`src/rtl/int_source.sv`:
```
// int_source: interrupt generator/responder for the CPU interrupt input.
// Optional random gap extension via INT_SOURCE_LFSR_EN.
module int_source #(
   parameter logic [31:0] ACK_ADDR    = 32'h0000_7F20,
   parameter int unsigned MIN_GAP     = 16,
   parameter logic [7:0]  GAP_MASK    = 8'h3F,
   parameter int unsigned TIMEOUT     = 1024,
   parameter int unsigned HOLD_CYCLES = 2,
   parameter logic [31:0] SEED        = 32'h0000_0001
) (
   input  logic        clk,
   input  logic        reset,
   input  logic        enable,
   input  logic        pulse_mode,
   input  logic [31:0] m_int_addr,
   input  logic [3:0]  m_int_byteen,
   output logic        interrupt,
   output logic        busy,
   output logic        err_timeout,
   output logic        err_spurious,
   output logic [15:0] irq_count,
   output logic [15:0] ack_count,
   output logic [15:0] ack_latency
);

   typedef enum logic [2:0] {
      IDLE,
      GAP,
      ASSERT,
      WAIT_ACK,
      HOLD
   } state_t;

   localparam logic [15:0] HOLD_INIT = 16'(HOLD_CYCLES - 1);
   localparam logic [15:0] TO_LAST   = 16'(TIMEOUT - 1);
   localparam logic [15:0] SAT       = 16'hFFFF;

   state_t      state;
   state_t      nxt_state;
   logic [15:0] cnt;
   logic [15:0] nxt_cnt;
   logic [15:0] lat;
   logic [15:0] nxt_lat;
   logic        mode_q;
   logic        nxt_mode;
   logic        nxt_int;
   logic        nxt_eto;
   logic        nxt_esp;
   logic [15:0] nxt_irq;
   logic [15:0] nxt_ack;
   logic [15:0] nxt_alat;
   logic        gap_enter;
   logic        ack;
   logic [15:0] gap_len;
   logic [15:0] gap_init;
   logic        unused_bits;

   // Acknowledge is a write of any width to the ack word.
   assign ack = (m_int_addr[31:2] == ACK_ADDR[31:2]) &&
                (m_int_byteen != 4'h0);

`ifdef INT_SOURCE_LFSR_EN
   logic [31:0] lfsr;
   logic [31:0] lfsr_step;

   assign lfsr_step = {1'b0, lfsr[31:1]} ^
                      (lfsr[0] ? 32'h8020_0003 : 32'h0000_0000);
   assign gap_len   = 16'(MIN_GAP) + {8'h00, lfsr[7:0] & GAP_MASK};
   assign unused_bits = ^m_int_addr[1:0];

   // Galois LFSR, advanced once per GAP entry.
   always_ff @(posedge clk or posedge reset) begin
      if (reset) begin
         lfsr <= SEED;
      end else if (gap_enter) begin
         lfsr <= lfsr_step;
      end
   end
`else
   assign gap_len     = 16'(MIN_GAP);
   assign unused_bits = ^{m_int_addr[1:0], SEED, GAP_MASK, gap_enter};
`endif

   assign gap_init = gap_len - 16'd1;
   assign busy     = (state != IDLE);

   // Next-state and next-value logic for FSM and datapath.
   always_comb begin
      nxt_state = state;
      nxt_cnt   = cnt;
      nxt_lat   = lat;
      nxt_mode  = mode_q;
      nxt_int   = interrupt;
      nxt_eto   = err_timeout;
      nxt_esp   = err_spurious;
      nxt_irq   = irq_count;
      nxt_ack   = ack_count;
      nxt_alat  = ack_latency;
      gap_enter = 1'b0;
      unique case (state)
         IDLE: begin
            if (ack) begin
               nxt_esp = 1'b1;
            end
            if (enable) begin
               nxt_state = GAP;
               nxt_cnt   = gap_init;
               gap_enter = 1'b1;
            end
         end
         GAP: begin
            if (ack) begin
               nxt_esp = 1'b1;
            end
            if (!enable) begin
               nxt_state = IDLE;
            end else if (cnt == 16'd0) begin
               nxt_state = ASSERT;
               nxt_int   = 1'b1;
               nxt_lat   = 16'd0;
               nxt_mode  = pulse_mode;
               if (irq_count != SAT) begin
                  nxt_irq = irq_count + 16'd1;
               end
            end else begin
               nxt_cnt = cnt - 16'd1;
            end
         end
         ASSERT, WAIT_ACK: begin
            nxt_lat = lat + 16'd1;
            if (ack) begin
               nxt_state = HOLD;
               nxt_cnt   = HOLD_INIT;
               nxt_int   = 1'b0;
               nxt_alat  = lat + 16'd1;
               if (ack_count != SAT) begin
                  nxt_ack = ack_count + 16'd1;
               end
            end else if (lat == TO_LAST) begin
               nxt_state = HOLD;
               nxt_cnt   = HOLD_INIT;
               nxt_int   = 1'b0;
               nxt_eto   = 1'b1;
            end else if (state == ASSERT && mode_q) begin
               nxt_state = WAIT_ACK;
               nxt_int   = 1'b0;
            end
         end
         HOLD: begin
            if (ack) begin
               nxt_esp = 1'b1;
            end
            if (cnt == 16'd0) begin
               if (enable) begin
                  nxt_state = GAP;
                  nxt_cnt   = gap_init;
                  gap_enter = 1'b1;
               end else begin
                  nxt_state = IDLE;
               end
            end else begin
               nxt_cnt = cnt - 16'd1;
            end
         end
         default: begin
            nxt_state = IDLE;
            nxt_int   = 1'b0;
         end
      endcase
   end

   // State and datapath registers.
   always_ff @(posedge clk or posedge reset) begin
      if (reset) begin
         state        <= IDLE;
         cnt          <= 16'd0;
         lat          <= 16'd0;
         mode_q       <= 1'b0;
         interrupt    <= 1'b0;
         err_timeout  <= 1'b0;
         err_spurious <= 1'b0;
         irq_count    <= 16'd0;
         ack_count    <= 16'd0;
         ack_latency  <= 16'd0;
      end else begin
         state        <= nxt_state;
         cnt          <= nxt_cnt;
         lat          <= nxt_lat;
         mode_q       <= nxt_mode;
         interrupt    <= nxt_int;
         err_timeout  <= nxt_eto;
         err_spurious <= nxt_esp;
         irq_count    <= nxt_irq;
         ack_count    <= nxt_ack;
         ack_latency  <= nxt_alat;
      end
   end

endmodule

```
`config.mk`:
```
export PLATFORM = sky130hd
export DESIGN_NAME = int_source
export DESIGN_NICKNAME = d
export VERILOG_FILES = /design/src/rtl/int_source.sv
export SDC_FILE = /design/constraint.sdc
export NUM_CORES = 1
export LEC_CHECK = 0
export BUFFER_PORTS_ARGS = -buffer_cell sky130_fd_sc_hd__buf_2
export CAP_MARGIN = 20
export CELL_PAD_IN_SITES_DETAIL_PLACEMENT = 0
export CELL_PAD_IN_SITES_GLOBAL_PLACEMENT = 2
export CORE_UTILIZATION = 30
export DETAILED_ROUTE_END_ITERATION = 12
export GPL_TIMING_DRIVEN = 0
export PLACE_DENSITY_LB_ADDON = 0.3
export SETUP_SLACK_MARGIN = 0.5
export SYNTH_ARGS = -nofsm -noshare
export SYNTH_HDL_FRONTEND = slang
export SYNTH_SLANG_ARGS = --single-unit
```
`constraint.sdc`:
```
create_clock -name clk -period 3.5 [get_ports clk]
set_input_delay 0.875 -clock clk [delete_from_list [all_inputs] [get_ports clk]]
set_output_delay 0.875 -clock clk [all_outputs]
set_load 0.05 [all_outputs]
```
==> results of run 1 <==
==> path summary, 6_finish.rpt <==
check	endpoint	depth (start not counted)
setup reg to reg	cnt[8]	8
hold / removal	err_spurious	1
max in group asynchronous	ack_count[11]	4
setup / recovery	busy	4
min in group asynchronous	irq_count[12]	2
hold reg to reg	err_spurious	1
==> Yosys cell counts, types with 4 or more instances <==
master    instances  area [um2]
dfrtp_1          87        2180
nor2_1           60         225
o21ai_0          44         220
nand2_1          38         143
a21oi_1          30         150
nand3_1          22         110
xor2_1           22         193
xnor2_1          21         184
clkbuf_1         15        56.3
nor3_1           14        70.1
inv_1            13        48.8
and3_1           11        68.8
nand4_1          11        68.8
o31ai_1          11        82.6
nor4_1           10        62.6
ha_1              5        62.6
mux2_2            5        56.3
or4_1             5        37.5
a21o_1            4        30.0
buf_2             4        20.0
nand2b_1          4        25.0
o41ai_1           4        35.0
==> state kept, by name (all words and copies together), names as in the netlist <==
register,count
ack_count,16
ack_latency,16
cnt,16
err_spurious,1
err_timeout,1
interrupt,1
irq_count,16
lat,16
mode_q,1
state,3
==> stage by stage <==
| stage | cells | power, mW | hold WS [ns] | area (um2) |
|---|---|---|---|---|
| detailed placement | 760 | 2.53 | 0.445 | 5240 |
| global route | 777 | 3.79 | 0.482 | 5580 |
| global placement | 758 | 2.51 | 0.439 | 5200 |
| CTS | 776 | 3.54 | 0.470 | 5540 |
| finish | 777 | 3.53 | 0.466 | 5580 |
| floorplan | 486 | 2.18 | 0.453 | 4530 |
==> power by group <==
group / total [mW] / switching, mW / leakage (nW) / internal (mW)
clock: 0.983 / 0.429 / 0.145 / 0.555
combinational: 1.23 / 0.798 / 1.38 / 0.427
sequential: 1.32 / 0.169 / 1.18 / 1.15
total: 3.53 / 1.40 / 2.70 / 2.14
==> metal layers <==
| metal | share of wire | vias up | GRT usage |
|---|---|---|---|
| met2 | 0.45 | 70 | 0.250 |
| met5 | 0 | - | 0 |
| met1 | 0.49 | 1932 | 0.216 |
| met3 | 0.041 | 12 | 0.0399 |
| met4 | 0.012 | 0 | 0.0487 |
| li1 | - | 1950 | - |
==> cell families (layout without fill, tap and decap cells) <==
family	after synthesis	after routing	synth area share
AOI/OAI and AO/OA	113	113	0.150
xor gates and xnor gates	43	43	0.0832
DFF	87	87	0.481
buffers and inverters	33	140	0.0293
adders and majority gates	5	5	0.0138
and+or+nand+nor	199	199	0.228
muxes	6	6	0.0147
==> area by class of cell <==
type	count	area (um2)	share of cell area
Inverter	13	52.6	0.00942
Multi-Input combinational cell	366	2250	0.402
Buffer	20	87.6	0.0157
Clock inverter	7	73.8	0.0132
Tap cell	184	230	0.0413
Timing Repair Buffer	91	488	0.0874
Sequential cell	87	2180	0.390
Clock buffer	9	225	0.0404
==> worst max-delay path: stages (launching register included) <==
cell and delay (ns):
dfrtp_1 0.40, clkbuf_1 0.24, nor2_1 0.51, nand2_1 0.21
buf_2 0.26
==> repair_timing <==
item / 4_1_cts / 5_1_grt
setup endpoints to repair: 0 / 39
resized for setup: 0 / 12
setup buffers: 0 / 1
==> flow_summary.toml, run 1 <==
[clock_network]
postCtsHoldBufs = 0
htree_levels = 3
cts_tree = "done"
clk_latency_ns = 0.34
path_clk_slew_ns = 0.06
clock_sinks = 87
numCtsBuffers = 9
clk_path_buf_depth = 2
root_buffer = "clkbuf_16"

[placement]
pre_cts_ws_ns = 0.219
gp_congestion = 0.767
numPortBuffers = 88
dpl.hpwl_um = 8430

[yosys]
synth_async_sr_flop_share = 1.00
synth_edf_count = 0
synth_seq_area_share = 0.481
synth_cells = 486
synth_seq_cells = 87
yosysUniqueCellTypes = 51
synthesis.nets = 531
ys.warnings.count = 0
syn_avg_cell_area_um2 = 9.31
synthFlopType = "dfrtp_1"
synth_area_um2 = 4520

[drt]
drcViolationCount = 10
drt_iter0_drc = 306
wl_um = 11900
avgRoutedWirePerCell_um = 15.3
num_vias = 3964
drtAntennaViolNets = 0
viasPerCell = 5.10
drt-pass1-iter-count = 9

[sta]
worst_slew_pin_slew_ns = 0.990
slew_viol_final = 0
rsz0062_at_grt = "false"
finalSetupTns_ns = 0
period_share = 0.813
fmax_ghz = 0.351
setup_ws_ns = 0.655
skew_ns = 0.00425
setup_viol = 0
period_needed_ns = 2.85
relSlewSlack = 0.338
final_hold_viol_count = 0

[setup_path]
r2r-start = "cnt[5]"
cp_max_fo = 10
r2r_setup_slack_ns = 0.81
arrival_ns = 1.97
worstSetupEndpointType = "output port"
worstSetupStartpointType = "flop"
required_ns = 2.62
startpoint = "state[1]"
critical_path_class = "reg2out"

[grt]
grt_overflow = 0
track_usage = 0.160
grt_pass1_vias = 3845
grt_start_max_net_pins = 39
antenna_found_initial = 0
grt_pass1_wl_um = 19700

[run]
maxCapViolCount = 0

[final_layout]
nNetsFinal = 633
final_cell_mix = "buf_2, dfrtp_1, nor2_1"
layout_commonest_cell = "buf_2"
drive_gt1_frac = 0.226
fill_cells = 1520
utilization = 0.381
area_growth_pct = 23.3
antenna_cells = 0

[floorplan]
core_um2 = 14600
num_rows = 44
dieArea_um2 = 15600
die_h_um = 125
dieWidth_um = 125
io-pin-count = 92
start_util = 0.309

[status]
status = "complete, but fails checks"
violations = "design-rule violations"

[pwr]
p_leak_nw = 2.70
power.density_nw_per_um2 = 633
ir_drop_mv = 0.340

[min_path]
min_from = "err_spurious"
min_path_type = "reg2reg"
Note: power is estimated with default switching activity, not from simulation.
==> run 2: changes to the inputs <==
Clock period 3.5 ns to 2.4 ns, I/O delays scaled along.
==> run 2 against run 1 <==
Effect of this change:
- utilization rose by 10 points
- register-to-register slack got worse by 0.99 ns
- clock power rose by 40%
- setup slack got worse by 0.83 ns
- count of clock-buffer cells in the layout rose by 1
- sequential power rose by 47%
- the run ends with design-rule violations, negative setup slack left
- routed wire length rose by 11%
==> flow_summary.toml, run 2 (synthesized netlist as in run 1, its figures left out) <==
[drt]
num_vias = 4252
wl_um = 13100
drt-pass1-iter-count = 8
drt_iter0_drc = 211
avgRoutedWirePerCell_um = 15.5
viasPerCell = 5.03
drcViolationCount = 2
drtAntennaViolNets = 0

[sta]
hold_ws_ns = 0.307
final_hold_viol_count = 0
rsz0062_at_grt = "true"
relSlewSlack = 0.504
finalSetupTns_ns = -2.06
skew_ns = 0.00984
slew_viol_final = 0
period_needed_ns = 2.58
fmax_ghz = 0.388
period_share = 1.07
worst_slew_pin_slew_ns = 0.741
setup_ws_ns = -0.178
setup_viol = 35

[grt]
track_usage = 0.174
grt_pass1_vias = 4352
grt_overflow = 0
antenna_found_initial = 0
grt_start_max_net_pins = 35
grt_pass1_wl_um = 21700

[clock_network]
root_buffer = "clkbuf_16"
clock_sinks = 87
htree_levels = 3
numCtsBuffers = 9
clk_latency_ns = 0.34
postCtsHoldBufs = 0
clk_path_buf_depth = 2
cts_tree = "done"
path_clk_slew_ns = 0.07

[pwr]
power.density_nw_per_um2 = 877
ir_drop_mv = 0.399
p_leak_nw = 3.36

[final_layout]
nNetsFinal = 701
drive_gt1_frac = 0.487
area_growth_pct = 56.6
final_cell_mix = "buf_2, dfrtp_1, buf_4"
utilization = 0.484
layout_commonest_cell = "buf_2"
antenna_cells = 0

[floorplan]
dieArea_um2 = 15600
core_um2 = 14600
die_h_um = 125
dieWidth_um = 125
start_util = 0.309
io-pin-count = 92
num_rows = 44

[status]
violations = "design-rule violations, negative setup slack"
status = "complete, but fails checks"

[setup_path]
worstSetupEndpointType = "flop"
reg2regPathDepth = 9
worstSetupStartpointType = "flop"
cp_max_fo = 4
arrival_ns = 2.79
critical_path_class = "reg2reg"
required_ns = 2.61

[placement]
gp_congestion = 0.775
numPortBuffers = 88
dpl.hpwl_um = 8400
pre_cts_ws_ns = -0.432

[min_path]
min_path_type = "in2async"

[run]
maxCapViolCount = 0
## run 2: worst paths after layout
check,startpoint,to,slack (ns)
setup / recovery,cnt[9],cnt[2],-0.18
setup reg to reg,cnt[9],cnt[2],-0.18
hold reg to reg,err_spurious,err_spurious,0.46
hold / removal,reset,ack_count[8],0.31
min in group clk,err_spurious,err_spurious,0.46
max in group asynchronous,reset,cnt[8],1.28
## run 2: area by class of cell
class / instances / area [um2]
inverter: 13 / 52.6
tap: 184 / 230
timing repair buffer: 159 / 1170
buffer: 20 / 214
multi-input combinational: 366 / 2940
clock buffer: 10 / 229
fill: 1404 / 7560
clock inverter: 6 / 61.3
sequential: 87 / 2190
## run 2: report_power, final
group	switching, mW	leakage (nW)	internal (mW)
combinational	1.56	2.06	1.33
clock	0.578	0.143	0.805
sequential	0.261	1.16	1.68
## run 2: repair_timing
item                       in CTS  in global routing
gates cloned                    6                  1
setup buffers                  51                 11
pin swaps                      42                 19
gates resized for setup       161                 62
setup endpoints to repair      87                 87
## run 2: per-stage QoR
stage	power, mW	std cells	cell area (um2)
final	6.22	845	7080
after global routing	6.61	845	7080
after CTS	5.86	833	6780
after detailed placement	3.78	760	5400
after global placement	3.73	758	5360
after floorplan	3.27	486	4690
## run 2: critical path: stages (launching register included)
cell and delay (ns):
dfrtp_1 0.39, or4_4 0.53, buf_6 0.14, buf_6 0.12
o41a_1 0.51, a21oi_4 0.23, buf_6 0.14, nor2_2 0.04
o31ai_2 0.22, o21ai_1 0.11
## run 2: routing by layer
metal  up-vias  GRT usage  part of all wire
met5         -          0                 0
met2        90      0.287              0.48
met1      2059      0.225              0.47
li1       2092          -                 -
met3        11     0.0331             0.044
met4         0     0.0690             0.014
==> run 3: changes to the inputs <==
Settings changed: CAP_MARGIN 20 to default, CTS_BUF_LIST from default to sky130_fd_sc_hd__clkbuf_8, HOLD_SLACK_MARGIN from default to 0.12.
==> run 3 against run 2 <==
Effect of this change:
- first-iteration DRC count grew 2.8%
- utilization is essentially flat
- critical endpoint is now lat[11]
- largest cell class unchanged
- the flow still finishes with violations (design-rule violations, negative setup slack)
- critical path depth grew 3
- count of clock-buffer cells in the layout shrank 1
==> flow_summary.toml, run 3 (synthesized netlist as in run 1, its figures left out) <==
[grt]
grt_pass1_wl_um = 21200
antenna_found_initial = 0
grt_pass1_vias = 4252
grt_overflow = 0
grt_start_max_net_pins = 35
track_usage = 0.169

[pwr]
netSwitchingPower_mw = 2.32
swShare = 0.405
power.density_nw_per_um2 = 808
pwr-share-comb = 0.486
power.share.clock = 0.178
p_int_mw = 3.41
ir_drop_mv = 0.400
p_leak_nw = 3.35
finalPower_mw = 5.73
pwr-share-seq = 0.336

[placement]
pre_cts_ws_ns = -0.432
gp_congestion = 0.775
numPortBuffers = 88
dpl.cell_count = 760
dpl.hpwl_um = 8400

[sta]
period_needed_ns = 2.53
skew_ns = 0.0178
final_hold_viol_count = 0
setup_ws_ns = -0.126
setup_viol = 48
relSlewSlack = 0.502
rsz0062_at_grt = "true"
slew_viol_final = 0
period_share = 1.05
worst_slew_pin_slew_ns = 0.743
fmax_ghz = 0.396

[final_layout]
utilization = 0.484
drive_gt1_frac = 0.486
final_cell_mix = "buf_2, dfrtp_1, buf_4"
nNetsFinal = 707
antenna_cells = 0
stdcell_count = 851
area_growth_pct = 56.7
layout_commonest_cell = "buf_2"

[setup_path]
critical_path_class = "reg2reg"
required_ns = 2.64
cp_max_fo = 6
r2r-start = "cnt[0]"
arrival_ns = 2.77
startpoint = "cnt[0]"
worstSetupEndpointType = "flop"
worstSetupStartpointType = "flop"

[run]
maxCapViolCount = 0

[drt]
viasPerCell = 5.03
drcViolationCount = 2
avgRoutedWirePerCell_um = 15.6
drt_iter0_drc = 217
num_vias = 4280
drt-pass1-iter-count = 8
wl_um = 13200
drtAntennaViolNets = 0

[status]
status = "complete, but fails checks"
violations = "design-rule violations, negative setup slack"

[floorplan]
core_um2 = 14600
start_util = 0.309
io-pin-count = 92
die_h_um = 125
num_rows = 44
dieWidth_um = 125
dieArea_um2 = 15600

[clock_network]
htree_levels = 3
root_buffer = "clkbuf_8"
cts_tree = "done"
clk_path_buf_depth = 2
clk_latency_ns = 0.37
numCtsBuffers = 9
path_clk_slew_ns = 0.10
postCtsHoldBufs = 0
clock_sinks = 87

[min_path]
min_path_type = "in2async"
run 3: what timing repair did:
action,CTS,global route
endpoints found under the setup margin,87,86
resized for setup,97,128
buffers inserted,50,17
cloned,3,5
pin swaps,23,34
run 3: layer usage:
| metal | up-vias | global-route usage | part of all wire |
|---|---|---|---|
| met2 | 82 | 0.276 | 0.49 |
| met3 | 10 | 0.0322 | 0.041 |
| met5 | - | 0 | 0 |
| met4 | 0 | 0.0610 | 0.011 |
| met1 | 2087 | 0.222 | 0.46 |
| li1 | 2101 | - | - |
run 3: power by group through the flow:
stage                     combinational [mW]  sequential, mW  clock [mW]
after floorplan                         1.31            1.96           0
after global placement                  1.79            1.94           0
after detailed placement                1.83            1.95           0
after CTS                               2.47            1.91        1.07
after global routing                    3.03            1.96        1.12
final                                   2.78            1.93        1.02
run 3: final timing paths:
path | end | slack, ns | cells past startpoint
worst min register to register | err_spurious | 0.46 | 1
max in group asynchronous | cnt[8] | 1.32 | 4
min in group clk | err_spurious | 0.46 | 1
worst max-delay path | lat[11] | -0.13 | 12
worst min-delay path | ack_count[8] | 0.27 | 2
worst max register to register | lat[11] | -0.13 | 12
run 3: critical path, stage by stage (launching register included):
cell and delay, ns:
dfrtp_1 0.41, inv_2 0.08, ha_4 0.12, or4b_4 0.48
buf_6 0.14, nor4_4 0.19, buf_4 0.19, nand2_4 0.06
buf_4 0.17, a22o_4 0.24, buf_6 0.14, o21ai_1 0.12
o21ai_1 0.07
run 3: stage by stage:
| step | hold slack [ns] | setup TNS, ns | cell area (um2) |
|---|---|---|---|
| 3_3_place_gp | 0.443 | -12.78 | 5360 |
| 3_5_place_dp | 0.443 | -13.70 | 5400 |
| 2_1_floorplan | 0.453 | -0.0324 | 4690 |
| 5_1_grt | 0.288 | -8.18 | 7090 |
| 6_report | 0.266 | -3.22 | 7090 |
| 4_1_cts | 0.258 | -0.962 | 6310 |
run 3: final cells by class:
class	count	area, um2
plain buffers	20	190
clock buffers	9	124
clock inverters	7	65.1
fillers	1398	7550
inverters	13	52.6
multi-input cells	366	2960
flip-flops and latches	87	2190
well taps	184	230
repair buffers	165	1280
